### src/rtl/tmds_rx_decoder.sv
// tmds_rx_decoder: receive side of the soc_video TMDS link.
// Classifies and decodes the three 10-bit TMDS symbols per pixel clock, recovers
// RGB/DE/HSYNC/VSYNC with a fixed two-cycle latency, tracks pixel coordinates and
// declares frame lock once LOCK_FRAMES consecutive frames have the expected geometry.
// Optional feature macro: TMDS_RX_STATS_EN adds frame_count and err_count outputs.
module tmds_rx_decoder #(
    parameter int H_ACTIVE    = 640,
    parameter int V_ACTIVE    = 480,
    parameter int LOCK_FRAMES = 2
) (
    input  logic        clk_pixel,
    input  logic        reset,
    input  logic [9:0]  tmds_r,
    input  logic [9:0]  tmds_g,
    input  logic [9:0]  tmds_b,
    output logic [7:0]  pix_r,
    output logic [7:0]  pix_g,
    output logic [7:0]  pix_b,
    output logic        de,
    output logic        hsync,
    output logic        vsync,
    output logic [9:0]  pix_x,
    output logic [9:0]  pix_y,
    output logic        locked,
    output logic        sym_err
`ifdef TMDS_RX_STATS_EN
    ,
    output logic [15:0] frame_count,
    output logic [15:0] err_count
`endif
);

    localparam logic [10:0] H_LEN  = 11'(H_ACTIVE);
    localparam logic [9:0]  V_LEN  = 10'(V_ACTIVE);
    localparam logic [3:0]  LOCK_N = 4'(LOCK_FRAMES);

    typedef enum logic [1:0] {
        SEARCH = 2'd0,
        TRACK  = 2'd1,
        LOCKED = 2'd2
    } lock_state_e;

    function automatic logic ctrl_valid(input logic [9:0] s);
        case (s)
            10'b1101010100, 10'b0010101011,
            10'b0101010100, 10'b1010101011: return 1'b1;
            default:                        return 1'b0;
        endcase
    endfunction

    // {C1,C0} carried by a control token; only meaningful when ctrl_valid is set
    function automatic logic [1:0] ctrl_code(input logic [9:0] s);
        case (s)
            10'b0010101011: return 2'b01;
            10'b0101010100: return 2'b10;
            10'b1010101011: return 2'b11;
            default:        return 2'b00;
        endcase
    endfunction

    function automatic logic [7:0] tmds_decode(input logic [9:0] s);
        logic [7:0] q;
        logic [7:0] x;
        q = s[9] ? ~s[7:0] : s[7:0];
        x = q ^ {q[6:0], 1'b0};
        return s[8] ? {x[7:1], q[0]} : {~x[7:1], q[0]};
    endfunction

    function automatic logic [9:0] sat_inc(input logic [9:0] v);
        return (v == 10'h3FF) ? v : v + 10'd1;
    endfunction

    // stage 1 registers
    logic [9:0]  sym_r_q, sym_g_q, sym_b_q, sym_r_d, sym_g_d, sym_b_d;
    logic        ctl_r_q, ctl_g_q, ctl_b_q, ctl_r_d, ctl_g_d, ctl_b_d;
    logic [1:0]  cb_q, cb_d;

    // stage 2 registers
    logic [7:0]  pix_r_q, pix_g_q, pix_b_q, pix_r_d, pix_g_d, pix_b_d;
    logic        de_q, de_d, hsync_q, hsync_d, vsync_q, vsync_d;
    logic        sym_err_q, sym_err_d;
    logic [9:0]  pix_x_q, pix_x_d, pix_y_q, pix_y_d;
    logic        frame_bad_q, frame_bad_d;

    // lock tracking
    lock_state_e state_q, state_d;
    logic [3:0]  lock_cnt_q, lock_cnt_d;
    logic        locked_q, locked_d;

    // stage 2 events
    logic        all_data, all_ctrl, mixed;
    logic        de_fall, vs_rise, line_bad, frame_good;
    logic [10:0] line_len;
    logic [9:0]  y_next;

    // Stage 1: capture symbols and classify each channel as control or data
    always_comb begin
        sym_r_d = tmds_r;
        sym_g_d = tmds_g;
        sym_b_d = tmds_b;
        ctl_r_d = ctrl_valid(tmds_r);
        ctl_g_d = ctrl_valid(tmds_g);
        ctl_b_d = ctrl_valid(tmds_b);
        cb_d    = ctrl_code(tmds_b);
    end

    // Stage 2: decode, sync recovery, coordinate counters and frame quality
    always_comb begin
        all_data = ~(ctl_r_q | ctl_g_q | ctl_b_q);
        all_ctrl = ctl_r_q & ctl_g_q & ctl_b_q;
        mixed    = ~all_data & ~all_ctrl;

        de_d      = all_data;
        sym_err_d = mixed;
        pix_r_d   = all_data ? tmds_decode(sym_r_q) : pix_r_q;
        pix_g_d   = all_data ? tmds_decode(sym_g_q) : pix_g_q;
        pix_b_d   = all_data ? tmds_decode(sym_b_q) : pix_b_q;
        hsync_d   = all_ctrl ? cb_q[0] : hsync_q;
        vsync_d   = all_ctrl ? cb_q[1] : vsync_q;

        de_fall = de_q & ~de_d;
        vs_rise = vsync_d & ~vsync_q;

        if (de_d) begin
            pix_x_d = de_q ? sat_inc(pix_x_q) : '0;
        end else if (de_fall) begin
            pix_x_d = '0;
        end else begin
            pix_x_d = pix_x_q;
        end

        line_len = {1'b0, pix_x_q} + 11'd1;
        line_bad = de_fall & (line_len != H_LEN);

        // a line ending in the same cycle as the vsync edge belongs to the closing frame
        y_next  = de_fall ? sat_inc(pix_y_q) : pix_y_q;
        pix_y_d = vs_rise ? '0 : y_next;

        frame_good  = ~(frame_bad_q | line_bad | mixed) & (y_next == V_LEN);
        frame_bad_d = vs_rise ? 1'b0 : (frame_bad_q | line_bad | mixed);
    end

    // Lock FSM: next state and lock counter
    always_comb begin
        state_d    = state_q;
        lock_cnt_d = lock_cnt_q;
        case (state_q)
            SEARCH: begin
                if (vs_rise) begin
                    state_d    = TRACK;
                    lock_cnt_d = '0;
                end
            end
            TRACK: begin
                if (vs_rise) begin
                    if (frame_good) begin
                        lock_cnt_d = lock_cnt_q + 4'd1;
                        if (lock_cnt_q + 4'd1 == LOCK_N) begin
                            state_d = LOCKED;
                        end
                    end else begin
                        lock_cnt_d = '0;
                    end
                end
            end
            LOCKED: begin
                if (line_bad || (vs_rise && !frame_good)) begin
                    state_d    = SEARCH;
                    lock_cnt_d = '0;
                end
            end
            default: begin
                state_d    = SEARCH;
                lock_cnt_d = '0;
            end
        endcase
        locked_d = (state_d == LOCKED);
    end

    // Pipeline and FSM registers; stage 1 resets to a C=00 control token so the
    // first cycle after reset does not look like a data symbol
    always_ff @(posedge clk_pixel) begin
        if (reset) begin
            sym_r_q     <= '0;
            sym_g_q     <= '0;
            sym_b_q     <= '0;
            ctl_r_q     <= 1'b1;
            ctl_g_q     <= 1'b1;
            ctl_b_q     <= 1'b1;
            cb_q        <= '0;
            pix_r_q     <= '0;
            pix_g_q     <= '0;
            pix_b_q     <= '0;
            de_q        <= 1'b0;
            hsync_q     <= 1'b0;
            vsync_q     <= 1'b0;
            sym_err_q   <= 1'b0;
            pix_x_q     <= '0;
            pix_y_q     <= '0;
            frame_bad_q <= 1'b0;
            state_q     <= SEARCH;
            lock_cnt_q  <= '0;
            locked_q    <= 1'b0;
        end else begin
            sym_r_q     <= sym_r_d;
            sym_g_q     <= sym_g_d;
            sym_b_q     <= sym_b_d;
            ctl_r_q     <= ctl_r_d;
            ctl_g_q     <= ctl_g_d;
            ctl_b_q     <= ctl_b_d;
            cb_q        <= cb_d;
            pix_r_q     <= pix_r_d;
            pix_g_q     <= pix_g_d;
            pix_b_q     <= pix_b_d;
            de_q        <= de_d;
            hsync_q     <= hsync_d;
            vsync_q     <= vsync_d;
            sym_err_q   <= sym_err_d;
            pix_x_q     <= pix_x_d;
            pix_y_q     <= pix_y_d;
            frame_bad_q <= frame_bad_d;
            state_q     <= state_d;
            lock_cnt_q  <= lock_cnt_d;
            locked_q    <= locked_d;
        end
    end

`ifdef TMDS_RX_STATS_EN
    logic [15:0] frame_count_q, frame_count_d;
    logic [15:0] err_count_q, err_count_d;

    // Statistics: frame counter wraps, error counter saturates
    always_comb begin
        frame_count_d = vs_rise ? frame_count_q + 16'd1 : frame_count_q;
        err_count_d   = (mixed && err_count_q != '1) ? err_count_q + 16'd1 : err_count_q;
    end

    // Statistics registers
    always_ff @(posedge clk_pixel) begin
        if (reset) begin
            frame_count_q <= '0;
            err_count_q   <= '0;
        end else begin
            frame_count_q <= frame_count_d;
            err_count_q   <= err_count_d;
        end
    end

    assign frame_count = frame_count_q;
    assign err_count   = err_count_q;
`endif

    assign pix_r   = pix_r_q;
    assign pix_g   = pix_g_q;
    assign pix_b   = pix_b_q;
    assign de      = de_q;
    assign hsync   = hsync_q;
    assign vsync   = vsync_q;
    assign pix_x   = pix_x_q;
    assign pix_y   = pix_y_q;
    assign locked  = locked_q;
    assign sym_err = sym_err_q;

endmodule

### config.mk
export PLATFORM = sky130hd
export DESIGN_NAME = tmds_rx_decoder
export DESIGN_NICKNAME = d
export VERILOG_FILES = /design/src/rtl/tmds_rx_decoder.sv
export SDC_FILE = /design/constraint.sdc
export NUM_CORES = 1
export LEC_CHECK = 0
export CAP_MARGIN = 0
export CORE_MARGIN = 8
export CORE_UTILIZATION = 40
export CTS_BUF_LIST = sky130_fd_sc_hd__clkbuf_8
export DETAILED_ROUTE_END_ITERATION = 12
export DONT_BUFFER_PORTS = 1
export PLACE_DENSITY_LB_ADDON = 0.25
export SLEW_MARGIN = 0
export SYNTH_ARGS = -nofsm -noshare
export SYNTH_HDL_FRONTEND = slang
export SYNTH_SLANG_ARGS = --single-unit
### constraint.sdc
create_clock -name clk_pixel -period 7.3 [get_ports clk_pixel]
set_input_delay 1.46 -clock clk_pixel [delete_from_list [all_inputs] [get_ports clk_pixel]]
set_output_delay 1.46 -clock clk_pixel [all_outputs]
set_load 0.1 [all_outputs]
---- Word-level counts from Yosys, hierarchy flattened ----
Index checks and enable logic that the tools add are counted.
storage, ports and cells
  register bits after elaboration ......... 91
  output and inout port bits .............. 49
  word-level logic and storage cells ...... 111
operators by class
  add/sub/neg operators ................... 4
  eq/ne operators ......................... 25
  muxes and demuxes ....................... 28
  bitwise operators ....................... 24
  reductions and logical operators ........ 10
operators by type and width
  kind                   count
  $eq 10x10->1 const B   8
  $mux 10                6
  $mux 8                 6
  $eq 10x9->1 const B    4
  $eq 10x8->1 const B    3
  $not 8->8              3
  $xor 8x8->8            3
  $not 7->7              3
  $add 10x1->10 const B  2
  $mux 4                 4
  $pmux 2 s3             2
  $pmux 4 s3             1
  $reduce_or 4->1        3
  $add 10x1->11 const B  1
  $ne 11x10->1 const B   1
  $mux 2                 5
  $ne 2x2->1 const B     4
  $and 1x1->1            7
  $add 4x1->4 const B    1
  $eq 2x2->1 const B     2
  $eq 4x2->1 const B     1
  $mux 1                 4
  $not 1->1              4
  $or 1x1->1             4
  other kinds (9)        9

---- Depth between registers and ports, before layout ----
Gate-level depths: netlist of run 1.
  word-level depth ........................ 14
  mapped depth ............................ 9
  depth with buffers taken out ............ 8

---- Worst setup path before layout of run 1 ----
No wires, ideal clock.
  kind .................................... register to register
  from .................................... reg pix_y_q[6] (netlist: pix_y[6])
  to ...................................... reg lock_cnt_q[1]
  setup time .............................. 0.127 ns
  data arrival time ....................... 3.229 ns
  path slack .............................. 3.944 ns
  stages on the path, launching flop included .. 9
  cells stage by stage .................... dfxtp_1 -> buf_2 -> nand4_1 -> o311ai_1 -> mux2_1 -> o32a_1 -> nor4b_4 -> a31oi_2 -> mux2i_1
on the way
  word-level cells in the longest chain between the ends .. 10
ends and longest elaborated chain
  item                                                  RTL line  source
  from (decl)                                           82        logic [9:0] pix_x_q, pix_x_d, pix_y_q, pix_y_d;
  from (signal assigned)                                220       pix_y_q <= pix_y_d;
  $add 10x1->10 / $eq 10x10->1 (equally long branches)  70        return (v == 10'h3FF) ? v : v + 10'd1;
  $mux 10                                               70
  $mux 10 *                                             136       y_next = de_fall ? sat_inc(pix_y_q) : pix_y_q;
  $eq 10x9->1 *                                         139       frame_good = ~(frame_bad_q | line_bad | mixed) & (y_next == V_LEN);
  $and 1x1->1 *                                         139
  $logic_not 1->1                                       167       if (line_bad || (vs_rise && !frame_good)) begin
  $logic_and 1x1->1                                     167
  $logic_or 1x1->1                                      167
  $ne 2x2->1 (no source line)                           -
  $reduce_and 3->1 (no source line)                     -
  to (signal assigned)                                  223       lock_cnt_q <= lock_cnt_d;
  to (decl)                                             87        logic [3:0] lock_cnt_q, lock_cnt_d;
Every way passes the cells marked *; elsewhere a longest branch is shown, timed or not. The select of a mux whose other input is x is not followed.
A chain may end at the register's enable or synchronous reset.

---- Worst setup path in the final report of run 1 ----
  from .................................... reg pix_y_q[2] (netlist: pix_y[2])
  to ...................................... reg lock_cnt_q[3]
Same word-level chain as after synthesis.

==> results.md, run 1 <==
- The region available for standard cell placement spans around 10000 µm².
- In this run the vertical extent of the chip is around 120 µm.
- Routability-driven placement finished with a final weighted congestion of between 0.8 and 0.9.
- The tree built by TritonCTS fans out to roughly 90 sinks.
- The first-pass detailed-route iteration total is 4.
- Based on the critical path, the design can be clocked at up to ~270 MHz.
- Headroom to the max-slew limit came out at roughly 21%.
- Detailed placement finished with a half-perimeter wire length of 6.58 mm.
- The worst hold slack after final layout is 0.482 ns.
- The number of enable flip-flop cells after synthesis is 0.
- Excluding fillers, the count of instances in the completed layout stands at 588.
- The residual antenna-violating net count after detailed routing is 0.
- For the worst flop-to-flop path, the logic depth is 7.
- The via count of the first global-routing pass is between 2000 and 3000.
- After detailed routing, the number of vias per cell comes to about 5.2.
- The area of the mapped netlist is 4100 µm².
- The initial detailed-routing violation count is around 190.
- The number of endpoints failing setup at the final stage is 0.
- After global routing the overflow that remains totals 0.
- In this run the worst hold path is classified as flip-flop to flip-flop.
- In this run the critical register-to-register path is captured at lock_cnt_q[3]$_SDFFE_PP0P_.
- The maximum number of pins on one net before global-route repair is 83.
- The H-tree level count is 3.
- The aggregate negative setup slack is 0 ns.
- The flow ran to the end, and the final reports show no timing, DRC or antenna violations.
- The die area is roughly 14000 µm².
- The required time at the worst-slack endpoint is approximately 7.5 ns.
- The initial standard-cell utilization of the core is ~40%.
- At the worst endpoint, the arrival time is approximately 3.9 ns.
- The analysis attributes to net switching a power of just under 300 µW.
- VDD sags by at most between 0.1 and 0.15 mV.
- The insertion delay to the later sink of the worst-skew pair is around 0.35 ns.
- The first-pass GRT wire length is about 14 mm.
- The end of the critical path is lock_cnt_q[3]$_SDFFE_PP0P_.
- The cell count after synthesis came out at 451.
- The final max-slew violation count is 0.
- TritonCTS built the clock tree.
- CTS placed an instance of sky130_fd_sc_hd__clkbuf_8 at the clock tree root.
- The worst setup path is launched from a flip-flop.
- Gates resized during post-CTS repair numbered 0.
- Setup repair after global routing left no endpoint under its margin.
- After clock tree synthesis, the clock-pin slew on the worst setup and hold paths is 0.09 ns.
- The max-cap violation count is 0.
- The share of total power dissipated in sequential elements is about 60%.
- The number of hold buffers added after CTS is 0.
- The final routed wire length divided by cell count is 15.2 µm.
- The average cell area after synthesis is slightly above 9 µm².
- The number of CTS-inserted buffers is 9.
- Relative to the synthesized area, the layout overhead comes to 8.38%.
- For this run, the number of Yosys warnings is 0.
- In the finished design, the share of the clock period the worst path needs comes to 50.4%.
- Synthesis produced a netlist with a net count of between 400 and 500.
- The leading area contributor after synthesis is sky130_fd_sc_hd__dfxtp_1.
- The count of distinct cell types in the synthesized netlist is between 50 and 60.
- The detailed-route wire length is between 8 and 9 mm.
- For this run, design rule violations remaining after detail routing come to 0.
- The design internal power is 687 µW.
- The critical register-to-register path startpoint is pix_y[2]$_SDFF_PP0_.
- Global routing used a little over an eighth of the available tracks across all layers.
- In this run the post-CTS setup repair buffer count came out at 0.
- The total instance count after detailed placement is approximately 570.
- The clock passes through at most 2 buffers.
- Of all nets on the critical path, the largest fanout is 8.
- The die width is 117 µm.
- The worst clock skew is 0.0146 ns.
- The slew at the pin with the worst max-slew slack is between 1 and 1.5 ns.
- Ranked by total cell area, the synthesized netlist is headed by sky130_fd_sc_hd__dfxtp_1, sky130_fd_sc_hd__xnor2_1, sky130_fd_sc_hd__nor2b_1, sky130_fd_sc_hd__a211oi_1, sky130_fd_sc_hd__nor2_1.
- The time the worst path needs with I/O delays and setup is 3.68 ns.
- The standard-cell row count is 37.
- During I/O placement, the number of pins put on the boundary was a little over 80.
- The hold violation count in the final report is 0.
- The clock network is responsible for between 30 and 40% of the overall power.
- The area share of the leading cell type in the synthesized netlist is between 40% and 50%.
- The endpoint kind of the worst setup timing path is a flip-flop.
- Combinational logic burns ~6.5% of the power.
- The leakage power is 0.00148 µW.
- The critical path starts at pix_y[2]$_SDFF_PP0_.
- Across all register-to-register paths, the minimum setup slack is approximately 3.6 ns.
- In this run the power density over the cells is 220 nW/µm².
- The post-synthesis async set-or-reset flop share is 0%.
- In this run, synthesis produced a sequential element count of between 90 and 100.
- The repair_antennas step left the layout with diodes totalling 0.
- The net count of the finished layout is slightly below 500.
- The critical path class is flip-flop to flip-flop.
- The number of antenna violations at the first check in global routing came to 0.
- The post-route netlist has 8.85% of its cells at a drive strength greater than 1.
- The count of input and output buffers is 0.
- The share of total power consumed by net switching is roughly 30%.
- The routed layout has a little over 3000 vias.
- Sorting the synthesized cells by how often they occur yields sky130_fd_sc_hd__dfxtp_1, sky130_fd_sc_hd__nor2_1, sky130_fd_sc_hd__xnor2_1, sky130_fd_sc_hd__nor2b_1, sky130_fd_sc_hd__a211oi_1.
- The main flop type after synthesis is sky130_fd_sc_hd__dfxtp_1.
- The sequential cell area fraction in the yosys report is between 40 and 50%.
- sky130_fd_sc_hd__dfxtp_1 is the most common cell in the netlist.
## cell type report
type,count,area [µm²]
Fill cell,982,5690
Multi-Input combinational cell,324,2140
Sequential cell,91,1820
Tap cell,136,170
Clock buffer,10,138
Timing Repair Buffer,12,90.1
Clock inverter,6,53.8
Inverter,9,33.8
## worst min-delay path by stage
stage / slack (ns) / end / cells after the start / start
after floorplan: 0.44 / hsync$_SDFFE_PP0P_ / 2 / cb_q[0]$_SDFF_PP0_
after global placement: 0.46 / hsync$_SDFFE_PP0P_ / 2 / cb_q[0]$_SDFF_PP0_
after detailed placement: 0.46 / hsync$_SDFFE_PP0P_ / 2 / cb_q[0]$_SDFF_PP0_
after CTS: 0.49 / hsync$_SDFFE_PP0P_ / 2 / cb_q[0]$_SDFF_PP0_
after global routing: 0.51 / lock_cnt_q[3]$_SDFFE_PP0P_ / 2 / lock_cnt_q[3]$_SDFFE_PP0P_
final: 0.48 / hsync$_SDFFE_PP0P_ / 2 / cb_q[0]$_SDFF_PP0_
## layer usage
metal / part of all wire [%] / track usage (%) / up-vias
met5: 0 / 0 / -
met4: 1.6 / 4.86 / 0
met3: 7.7 / 4.87 / 12
met2: 45 / 20.1 / 69
met1: 46 / 16.4 / 1414
li1: - / - / 1586
## critical path, cell delays in order (launching register included)
cell	delay [ns]
sky130_fd_sc_hd__dfxtp_1	1.09
sky130_fd_sc_hd__nand3_1	0.37
sky130_fd_sc_hd__o311ai_1	0.63
sky130_fd_sc_hd__mux2_1	0.38
sky130_fd_sc_hd__o32a_1	0.35
sky130_fd_sc_hd__nor4b_4	0.39
sky130_fd_sc_hd__a31oi_2	0.21
sky130_fd_sc_hd__mux2i_1	0.15
## sequential cells by signal (all words and copies together), names as in the netlist, 2 cells and up
register,count
pix_b,8
sym_r_q,10
state_q,2
lock_cnt_q,4
pix_r,8
sym_b_q,10
pix_g,8
sym_g_q,10
cb_q,2
pix_y,10
pix_x,10
## cells by family after synthesis
group	count (synthesis)	synth area share, %
buffers and inverters	36	3.60
AND/OR/NAND/NOR	188	25.6
XOR/XNOR	43	9.18
flip-flops	91	44.4
adder cells (fa/ha/maj)	4	1.22
multiplexers	8	2.01
AO/OA/AOI/OAI	81	14.0
## per-stage QoR
stage	util (%)	instance area, µm²	setup WS [ns]	power [µW]
floorplan	-	4100	3.94	653
global placement	42.0	4260	3.74	660
detailed placement	42.0	4260	3.64	661
CTS	43.9	4450	3.62	997
global route	43.9	4450	3.43	1020
finish	43.9	4450	3.62	979
## power groups by stage
stage | combinational [µW] | sequential [µW] | clock [µW]
2_1_floorplan | 58.7 | 594 | 0
3_3_place_gp | 64.0 | 596 | 0
3_5_place_dp | 64.4 | 597 | 0
4_1_cts | 64.5 | 585 | 347
5_1_grt | 71.2 | 587 | 367
6_report | 63.3 | 585 | 331
## layout by cell type (no fill, tap or decap), drive strengths merged, types with 3 or more instances in the layout
| cell type | count |
|---|---|
| a211oi | 26 |
| clkbuf | 10 |
| nand4 | 9 |
| a31oi | 3 |
| xor2 | 4 |
| buf | 12 |
| nor2 | 52 |
| ha | 4 |
| nand3b | 5 |
| inv | 14 |
| or2 | 3 |
| nor4 | 5 |
| o31a | 3 |
| mux2i | 6 |
| xnor2 | 39 |
| nand2b | 6 |
| nand2 | 19 |
| nand4b | 4 |
| o31ai | 3 |
| nor3 | 11 |
| and2 | 4 |
| nand3 | 11 |
| nor2b | 35 |
| a21oi | 20 |
| o21ai | 11 |
| nor4b | 5 |
| or4 | 4 |
| or3 | 5 |
| and3 | 3 |
| dfxtp | 91 |
No activity file was read; power rests on OpenSTA's default activity.
==> inputs of run 2 (changes only) <==
--- a/config.mk
+++ b/config.mk
@@ -5,6 +5,7 @@
 export SDC_FILE = /design/constraint.sdc
 export NUM_CORES = 1
 export LEC_CHECK = 0
+export ABC_AREA = 1
 export CAP_MARGIN = 0
 export CORE_MARGIN = 8
 export CORE_UTILIZATION = 40
==> constraint.sdc (replaced) <==
create_clock -name clk_pixel -period 3.3 [get_ports clk_pixel]
set_input_delay 0.66 -clock clk_pixel [delete_from_list [all_inputs] [get_ports clk_pixel]]
set_output_delay 0.66 -clock clk_pixel [all_outputs]
set_load 0.1 [all_outputs]
==> run 2 against run 1 <==
Final cell count up 25%. Global-route usage up 0.23 points. Clock skew down 0.0040 ns. Core utilization up 2.0 points. Clock-buffer cell count down 1. Combinational power rose to 2.7 times the previous value. Synthesized cell count up 27%. Setup slack worse by 2.5 ns. Wire length up 5.3%. Critical path depth up 8. Worst hold slack worse by 0.12 ns. Synthesized area up 2.8%. Critical endpoint unchanged. Largest power group unchanged. Highest routed layer unchanged.
==> results.md, run 2 <==
- The run finished with clean final reports.
- The worst setup path is of the flip-flop to flip-flop kind.
- The main flop type after synthesis is sky130_fd_sc_hd__dfxtp_1.
- The worst path arrival time is between 2 and 3 ns.
- Summing over every cut layer, the via total after detailed routing is roughly 3500.
- At the worst endpoint, the required time is between 3 and 4 ns.
- The first detailed-routing pass ran for 4 iterations.
- Once the floorplan was initialized, standard cells occupied ~40% of the core.
- The global-route met1 utilization is 16.3%.
- In this run the worst path has a maximum fanout of 7.
- Clock tree synthesis selected as its root buffer the cell sky130_fd_sc_hd__clkbuf_8.
- The buffer levels on the longest clock path is 2.
- The overall routing resource usage is approximately an eighth.
- The sequential cell area fraction in the yosys report is between 40% and 50%.
- The slew at the pin with the worst max-slew slack is 1.01 ns.
- The hold violation count in the final report came to 0.
- Clock latency on the worst-skew pair, taken at its later pin, is about 0.36 ns.
- The slack of the worst reg-to-reg path is 1.07 ns.
- Cell internal power was estimated by the tool at 1560 µW.
- The first-pass GRT wire length is 15.6 mm.
- The detail route stage leaves a number of antenna-violating nets equal to 0.
- The fraction of layout cells with a size suffix above 1 is approximately an eighth.
- The buffering stage count on the worst path with inverters included is 2.
- Setup repair after global routing left no endpoint under its margin.
- The warning count from the yosys run is 0.
- Once the clock tree was built, the setup fixing pass inserted 0 buffers.
- around 80 I/O pins were placed.
- The peak supply drop is ~0.21 mV.
- The worst path needs approximately 2.2 ns of the cycle, external delays included.
- The worst clock skew is roughly 0.011 ns.
- The number of antenna violations at the first check in global routing is 0.
- The analysis attributes to net switching a power of 679 µW.
- Net switching is ~30% of the power.
- The most common library cell in the layout ignoring fill and taps is sky130_fd_sc_hd__nand2_1.
- Walking the worst path, the cells encountered are buf_4, inv_1, nor2_2, nand4_1, nand2_1, nand2_1, nor2_1, nand2_1, nand2_1, nand2_2, nor2_2, nand3_1, nand3_1, nand2_1, nor2_1.
- By area the synthesized netlist is led by sky130_fd_sc_hd__dfxtp_1, sky130_fd_sc_hd__nand2_1, sky130_fd_sc_hd__nor2_1, sky130_fd_sc_hd__inv_1, sky130_fd_sc_hd__o221ai_1.
- By count the netlist is led by sky130_fd_sc_hd__nand2_1, sky130_fd_sc_hd__dfxtp_1, sky130_fd_sc_hd__nor2_1, sky130_fd_sc_hd__inv_1, sky130_fd_sc_hd__nand3_1.
- After routing, the total negative slack on setup checks comes to 0 ns.
- The placeable core region is 10300 µm².
- In this design, the largest share of critical-path delay is due to simple AND/OR/NAND/NOR gates.
- The beginning of the critical path is pix_x[0]$_SDFFE_PP0P_.
- The endpoint kind of the worst setup timing path is a flip-flop.
- The die area is 14100 µm².
- The delay of the slowest critical-path stage is 0.36 ns.
- Per report_power, the combinational group accounts for under 10% of the total.
- The via count of the first global-routing pass is roughly 3200.
- Buffers inserted to repair hold after CTS numbered 0.
- The number of gates resized after CTS is 0.
- For this design the ratio of total power to cell area is between 400 and 500 nW/µm².
- After detailed routing, the total wire length is approximately 9.4 mm.
- The worst min-delay path class is input port to flip-flop.
- The analysis attributes to cell leakage a power of approximately 0.0021 µW.
- In this run, flip-flops and latches consume about three fifths of the power.
- The path depth of the worst reg2reg path is 15.
- After detailed routing, the average wire length per cell comes to approximately 13 µm.
- The count of distinct cell types in the synthesized netlist is 39.
- In the post-synthesis netlist, the cell with the most instances is sky130_fd_sc_hd__nand2_1.
- The detailed router finished its first iteration with just under 200 violations.
- STA classifies the critical path startpoint as a flip-flop.
- The clock tree synthesis step divided the H-tree into 3 levels.
- The average cell area after synthesis is 7.39 µm².
- The post-synth net total is 607.
- The critical register-to-register path startpoint is pix_x[0]$_SDFFE_PP0P_.
- The antenna cell count is 0.
- In this run the critical register-to-register path is captured at lock_cnt_q[3]$_SDFFE_PP0P_.
- After global routing the overflow that remains totals 0.
- The area of the mapped netlist is about 4200 µm².
- The final cycle utilization of the critical path is 67.4%.
- The die is approximately 120 µm wide.
- The clock drives 91 sinks.
- Following the worst setup path forward leads to its endpoint at lock_cnt_q[3]$_SDFFE_PP0P_.
- Port buffering added 0 buffers.
- The standard-cell row count is 37.
- The clock-pin slew of the registers on the worst-case setup and hold paths is about 0.1 ns.
- In the layout the commonest cells are sky130_fd_sc_hd__nand2_1, sky130_fd_sc_hd__dfxtp_1, sky130_fd_sc_hd__nor2_1.
- In this design, the critical path's most frequently occurring cell is sky130_fd_sc_hd__nand2_1.
- The most used routing layer is met2.
- Dividing the detail-routed via count by the number of cells gives 4.83.
- The overall die height is 119 µm.
- The number of cells on the critical path is 15.
- From synthesis to final layout, the design area changed by 11.7%.
- The final max-slew violation count is 0.
- The fraction of power consumed by the clock network is about a third.
- The final standard cell utilization of the core is 45.8%.
- Yosys mapped a number of flops with a built-in enable equal to 0.
- The number of CTS-inserted buffers is 9.
- Static timing analysis puts the maximum clock frequency at 449 MHz.
- Setup violations remaining at the end of the flow were counted as 0.
- The slowest stage of the critical path belongs to the cell sky130_fd_sc_hd__dfxtp_1.
- The max-cap violation count is 0.
- In the final design database the tool counted ~630 nets.
- The largest total area in the synthesized netlist belongs to sky130_fd_sc_hd__dfxtp_1.
- Entering global routing, the biggest net connects 50 pins.
- Global routing consumed, on the met3 layer, roughly 3.4% of the routing resources.
- After layout, the design draws a total of ~2200 µW.
- The worst pin sits at a relative slew slack of 32.2%.
- The area share of the leading cell type in the synthesized netlist is a little over two fifths.
- The post-synthesis sequential element count is between 90 and 100.
- Synthesis produced 571 cells.
- The number of DRC violations after detailed routing is 0.
- The area taken by flip-flops and latches is 1820 µm².
- TritonCTS built the clock tree.
- The final weighted congestion in routability-driven placement is around 0.84.
- The total half-perimeter wirelength after legalization and detailed placement is about 7.0 mm.
- The post-synthesis async set-or-reset flop share is 0%.
- The count of fill cells added during filler insertion is 1039.
- Global routing consumed, on the met2 layer, 21.6% of the routing resources.
- Summing all multi-input logic gate instances after layout gives roughly 2000 µm².
==> run 2: cell types whose count changed after synthesis, sizes merged, moves of 18 or more <==
cell,previous run,this run
o221ai,0,18
nand3,11,33
inv,9,85
nor2b,35,0
nor2,52,97
nand2,19,131
a211oi,26,1
xnor2,39,11
==> run 2: cell type report <==
type,count,area share (%)
well taps,136,3.61
clock buffers,9,2.63
inverters,88,7.01
multi-input cells,378,42.7
flip-flops and latches,91,38.7
repair buffers,25,3.98
clock inverters,7,1.43
==> run 2: cells by family (layout without fill, tap and decap cells) <==
group                    count (synthesis)  in the layout  share of synthesized area [%]
XOR/XNOR                                22             22                           4.74
AO/OA/AOI/OAI                           68             68                           10.8
adder cells (fa/ha/maj)                  4              4                           1.19
flip-flops                              91             91                           43.2
buffers and inverters                  102            129                           9.19
AND/OR/NAND/NOR                        284            284                           31.0
==> run 2: worst min-delay path by stage <==
| stage | slack [ns] | endpoint | cells past startpoint | start |
|---|---|---|---|---|
| 2_1_floorplan | 0.46 | vsync$_SDFF_PP0_ | 2 | cb_q[1]$_SDFF_PP0_ |
| 3_3_place_gp | 0.45 | pix_x[3]$_SDFFE_PP0P_ | 2 | pix_x[3]$_SDFFE_PP0P_ |
| 3_5_place_dp | 0.45 | pix_x[3]$_SDFFE_PP0P_ | 2 | pix_x[3]$_SDFFE_PP0P_ |
| 4_1_cts | 0.35 | de$_SDFF_PP0_ | 1 | reset |
| 5_1_grt | 0.34 | sym_r_q[4]$_SDFF_PP0_ | 1 | reset |
| 6_report | 0.36 | de$_SDFF_PP0_ | 1 | reset |
==> run 2: through the flow <==
stage / cells / hold WS (ns) / setup slack [ns] / instance area, µm²
2_1_floorplan: 571 / 0.461 / 0.612 / 4220
3_3_place_gp: 718 / 0.445 / 1.10 / 4520
3_5_place_dp: 718 / 0.448 / 1.10 / 4520
4_1_cts: 734 / 0.350 / 1.08 / 4710
5_1_grt: 734 / 0.338 / 0.798 / 4710
6_report: 734 / 0.364 / 1.07 / 4710
==> run 2: per-layer routing <==
metal  up-vias  routed length (µm)
li1       1869                   -
met1      1584                4270
met2        78                4400
met3        15                 562
met4         0                 166
met5         -                   0
==> run 2: power by group through the flow <==
stage,registers [µW],logic [µW],clock network [µW]
CTS,1310,176,784
finish,1300,174,760
detailed placement,1330,175,0
global route,1310,198,832
global placement,1330,171,0
floorplan,1330,139,0
==> run 2: worst reg2reg max path: stages, from the launching register on <==
cell                      delay [ns]
sky130_fd_sc_hd__dfxtp_1        0.36
sky130_fd_sc_hd__buf_4          0.34
sky130_fd_sc_hd__inv_1          0.09
sky130_fd_sc_hd__nor2_2         0.18
sky130_fd_sc_hd__nand4_1        0.11
sky130_fd_sc_hd__nand2_1        0.10
sky130_fd_sc_hd__nand2_1        0.06
sky130_fd_sc_hd__nor2_1         0.12
sky130_fd_sc_hd__nand2_1        0.07
sky130_fd_sc_hd__nand2_1        0.11
sky130_fd_sc_hd__nand2_2        0.11
sky130_fd_sc_hd__nor2_2         0.18
sky130_fd_sc_hd__nand3_1        0.09
sky130_fd_sc_hd__nand3_1        0.09
sky130_fd_sc_hd__nand2_1        0.05
sky130_fd_sc_hd__nor2_1         0.11
==> inputs of run 3 (changes only) <==
==> constraint.sdc (replaced) <==
create_clock -name clk_pixel -period 2.2 [get_ports clk_pixel]
set_input_delay 0.44 -clock clk_pixel [delete_from_list [all_inputs] [get_ports clk_pixel]]
set_output_delay 0.44 -clock clk_pixel [all_outputs]
set_load 0.1 [all_outputs]
==> run 3 against run 2 <==
Critical path depth shrank 1. Sequential power increased by 35%. Fmax is 8.7% higher. Clock skew shrank 0.0025 ns. First-iteration DRC count grew 2.1%. Power is 55% higher. Global-route usage is 0.81 points higher. Core utilization grew 3.3 points. Setup slack worse by 0.92 ns.
==> results.md, run 3 (synthesized netlist as in run 2, its figures left out) <==
- The master cell of the clock root buffer is sky130_fd_sc_hd__clkbuf_8.
- The initial utilization of the core area, before any placement, comes to between 40% and 50%.
- The worst setup path is captured at a flip-flop.
- The time the worst path needs with I/O delays and setup is slightly above 2 ns.
- The leakage power is about 0.0023 µW.
- The most critical setup path has its startpoint at pix_y[0]$_SDFF_PP0_.
- The count of fill cells added during filler insertion is ~1100.
- The first global-routing pass estimated between 15 and 20 mm of wire.
- Max-cap violations in this run came to 0.
- The top cell types in the final layout, fill and taps aside, are sky130_fd_sc_hd__nand2_1, sky130_fd_sc_hd__inv_1, sky130_fd_sc_hd__nor2_1.
- VDD sags by at most 0.303 mV.
- The final layout contains about 660 nets.
- Setup violations remaining at the end of the flow were counted as 0.
- The tightest min-delay check is of the input port to flip-flop type.
- The clock net in this run drives a total of 91 sinks.
- The endpoint identified for the worst register-to-register timing path is lock_cnt_q[3]$_SDFFE_PP0P_.
- The H-tree level count is 3.
- After legalization and detailed placement, the total HPWL measured around 7.3 mm.
- The standard-cell row count is 37.
- The library cell used most frequently in the layout, excluding fill and tap cells, is sky130_fd_sc_hd__nand2_1.
- Entering global routing, the biggest net connects 50 pins.
- The slew at the pin with the worst max-slew slack is 0.456 ns.
- The standard cell area after detailed placement is 4770 µm².
- The number of placed instances, taps included, is about 750.
- The final max-slew violation count is 0.
- The floorplan step set the die width to 119 µm.
- For this design, the slowest cell found on the critical path is sky130_fd_sc_hd__dfxtp_4.
- The largest single stage delay on the critical path is 0.39 ns.
- The maximum achievable frequency is between 400 and 500 MHz.
- The end of the critical path is lock_cnt_q[3]$_SDFFE_PP0P_.
- The hold violation count in the final report is 0.
- The flow ran to the end, and the final reports show no timing, DRC or antenna violations.
- Clock-pin slew was measured on the worst setup and hold paths at 0.09 ns.
- The signal on the critical path passes through ha_4, nand3_4, nor2_4, nand2_4, nand3_1, nand2_1, nand2_1, nand2_1, nor2_4, nand3_4, o21bai_4, nand2_2, a21oi_2, nor2_1.
- The clock tree from TritonCTS is built.
- In this run the register-to-register setup slack is about 0.15 ns.
- The antenna cell count is 0.
- The overall routing resource usage is 14.1%.
- The final instance area is between 5000 and 6000 µm².
- The detail route stage leaves a number of antenna-violating nets equal to 0.
- The routed layout has ~3700 vias.
- The buffer levels on the longest clock path is 2.
- Buffers inserted to repair hold after CTS numbered 0.
- STA classifies the critical path startpoint as a flip-flop.
- For the final routed database, the setup TNS stands at 0 ns.
- The area growth from synthesis to layout is 19.8%.
- The die covers roughly 14000 µm².
- The worst clock skew is slightly above 0.008 ns.
- The number of DRC violations after detailed routing is 0.
- The first detailed-routing pass ran for 5 iterations.
- The critical register-to-register path startpoint is pix_y[0]$_SDFF_PP0_.
- In the routed layout, each cell is associated on average with a via count of around 4.8.
- The placeable core region is slightly above 10000 µm².
- Dividing the detail-routed wire length by the instance count gives approximately 13 µm.
- At the end of routability-driven placement, the weighted congestion stood at between 0.8 and 0.9.
- The power per cell area is ~690 nW/µm².
- The worst path meets setup with roughly 0.15 ns of slack.
- In this design, the critical path's most frequently occurring cell is sky130_fd_sc_hd__nand2_1.
- The via count of the first global-routing pass came to about 3500.
- The number of standard cells in the layout, taps in and fillers out is approximately 770.
- The number of cells on the worst reg-to-reg path is 14.
- The die is between 100 and 150 µm tall.
- The critical path class is flip-flop to flip-flop.
- Buffers placed on the I/O ports in this run total 0.
- Dividing the final minimum period by the clock period gives ~93%.
- For this design the top-level I/O count stands at 81.
- Data arrives at the worst endpoint at 2.30 ns.
- The number of antenna violations at the first check in global routing was 0.
- The biggest fanout along the worst timing path is 7.
- The initial detailed-routing violation count is between 150 and 200.
- Clock latency on the worst-skew pair, taken at its later pin, is 0.35 ns.
- Cells with a size suffix above 1 make up about a fifth of the layout.
- The total power is roughly 3500 µW.
- The routed design has roughly 10 mm of wire.
- The relative max-transition margin is 69.2%.
- The number of CTS-inserted buffers is 9.
- Global routing finished with a remaining overflow of 0.
- The required time at the worst-slack endpoint is 2.45 ns.
- Timing analysis after detailed placement gives a worst setup slack of 0.153 ns.
-- run 3: cell count changes in the layout (fill, tap and decap cells not counted), sizes merged --
cell	delta
buf	+31
clkinv	-1
nand2	+1
bufinv	+1
inv	-1
-- run 3: worst max-delay path: cells and delay by family, from the launching register on --
kind	cells	cell delay (ns)
simple gates	11	1.07
flops	1	0.39
fa+ha+maj	1	0.15
compound gates	2	0.34
-- run 3: power breakdown --
group	switching [µW]	leakage, µW	total (µW)	internal, µW
registers	46.3	0.000759	1760	1710
clock network	576	0.000108	1200	628
logic	372	0.00144	503	132
-- run 3: metrics by stage --
stage	hold slack, ns	util [%]
4_1_cts	0.127	48.4
2_1_floorplan	0.461	-
5_1_grt	0.128	49.2
3_3_place_gp	0.475	46.4
6_report	0.155	49.2
3_5_place_dp	0.486	46.4
-- run 3: how the worst min path moves through the flow --
| stage | start | endpoint | slack, ns | cells past startpoint |
|---|---|---|---|---|
| after global placement | pix_x[3]$_SDFFE_PP0P_ | pix_x[3]$_SDFFE_PP0P_ | 0.47 | 2 |
| after global routing | reset | sym_g_q[4]$_SDFF_PP0_ | 0.13 | 1 |
| final | reset | de$_SDFF_PP0_ | 0.15 | 1 |
| after detailed placement | pix_x[8]$_SDFFE_PP0P_ | pix_x[8]$_SDFFE_PP0P_ | 0.49 | 2 |
| after floorplan | cb_q[1]$_SDFF_PP0_ | vsync$_SDFF_PP0_ | 0.46 | 2 |
| after CTS | reset | de$_SDFF_PP0_ | 0.13 | 1 |
-- run 3: final cells by class --
cell class              count  area (µm²)  share of cell area [%]
repair buffers             56         420                    8.32
multi-input cells         379        2070                    40.9
well taps                 136         170                    3.37
inverters                  88         330                    6.53
flip-flops and latches     91        1860                    36.7
clock buffers               9         124                    2.45
clock inverters             6        83.8                    1.66
-- run 3: metal layers --
layer / vias up / global-route usage (%) / share of wire, %
li1: 1927 / - / -
met1: 1698 / 16.8 / 45
met2: 55 / 24.3 / 50
met3: 11 / 3.09 / 3.6
met4: 0 / 5.69 / 1.4
met5: - / 0 / 0
-- run 3: timing repair --
item / CTS / global route
endpoints found under the setup margin: 0 / 8
gates resized for setup: 0 / 13
buffers inserted: 0 / 3
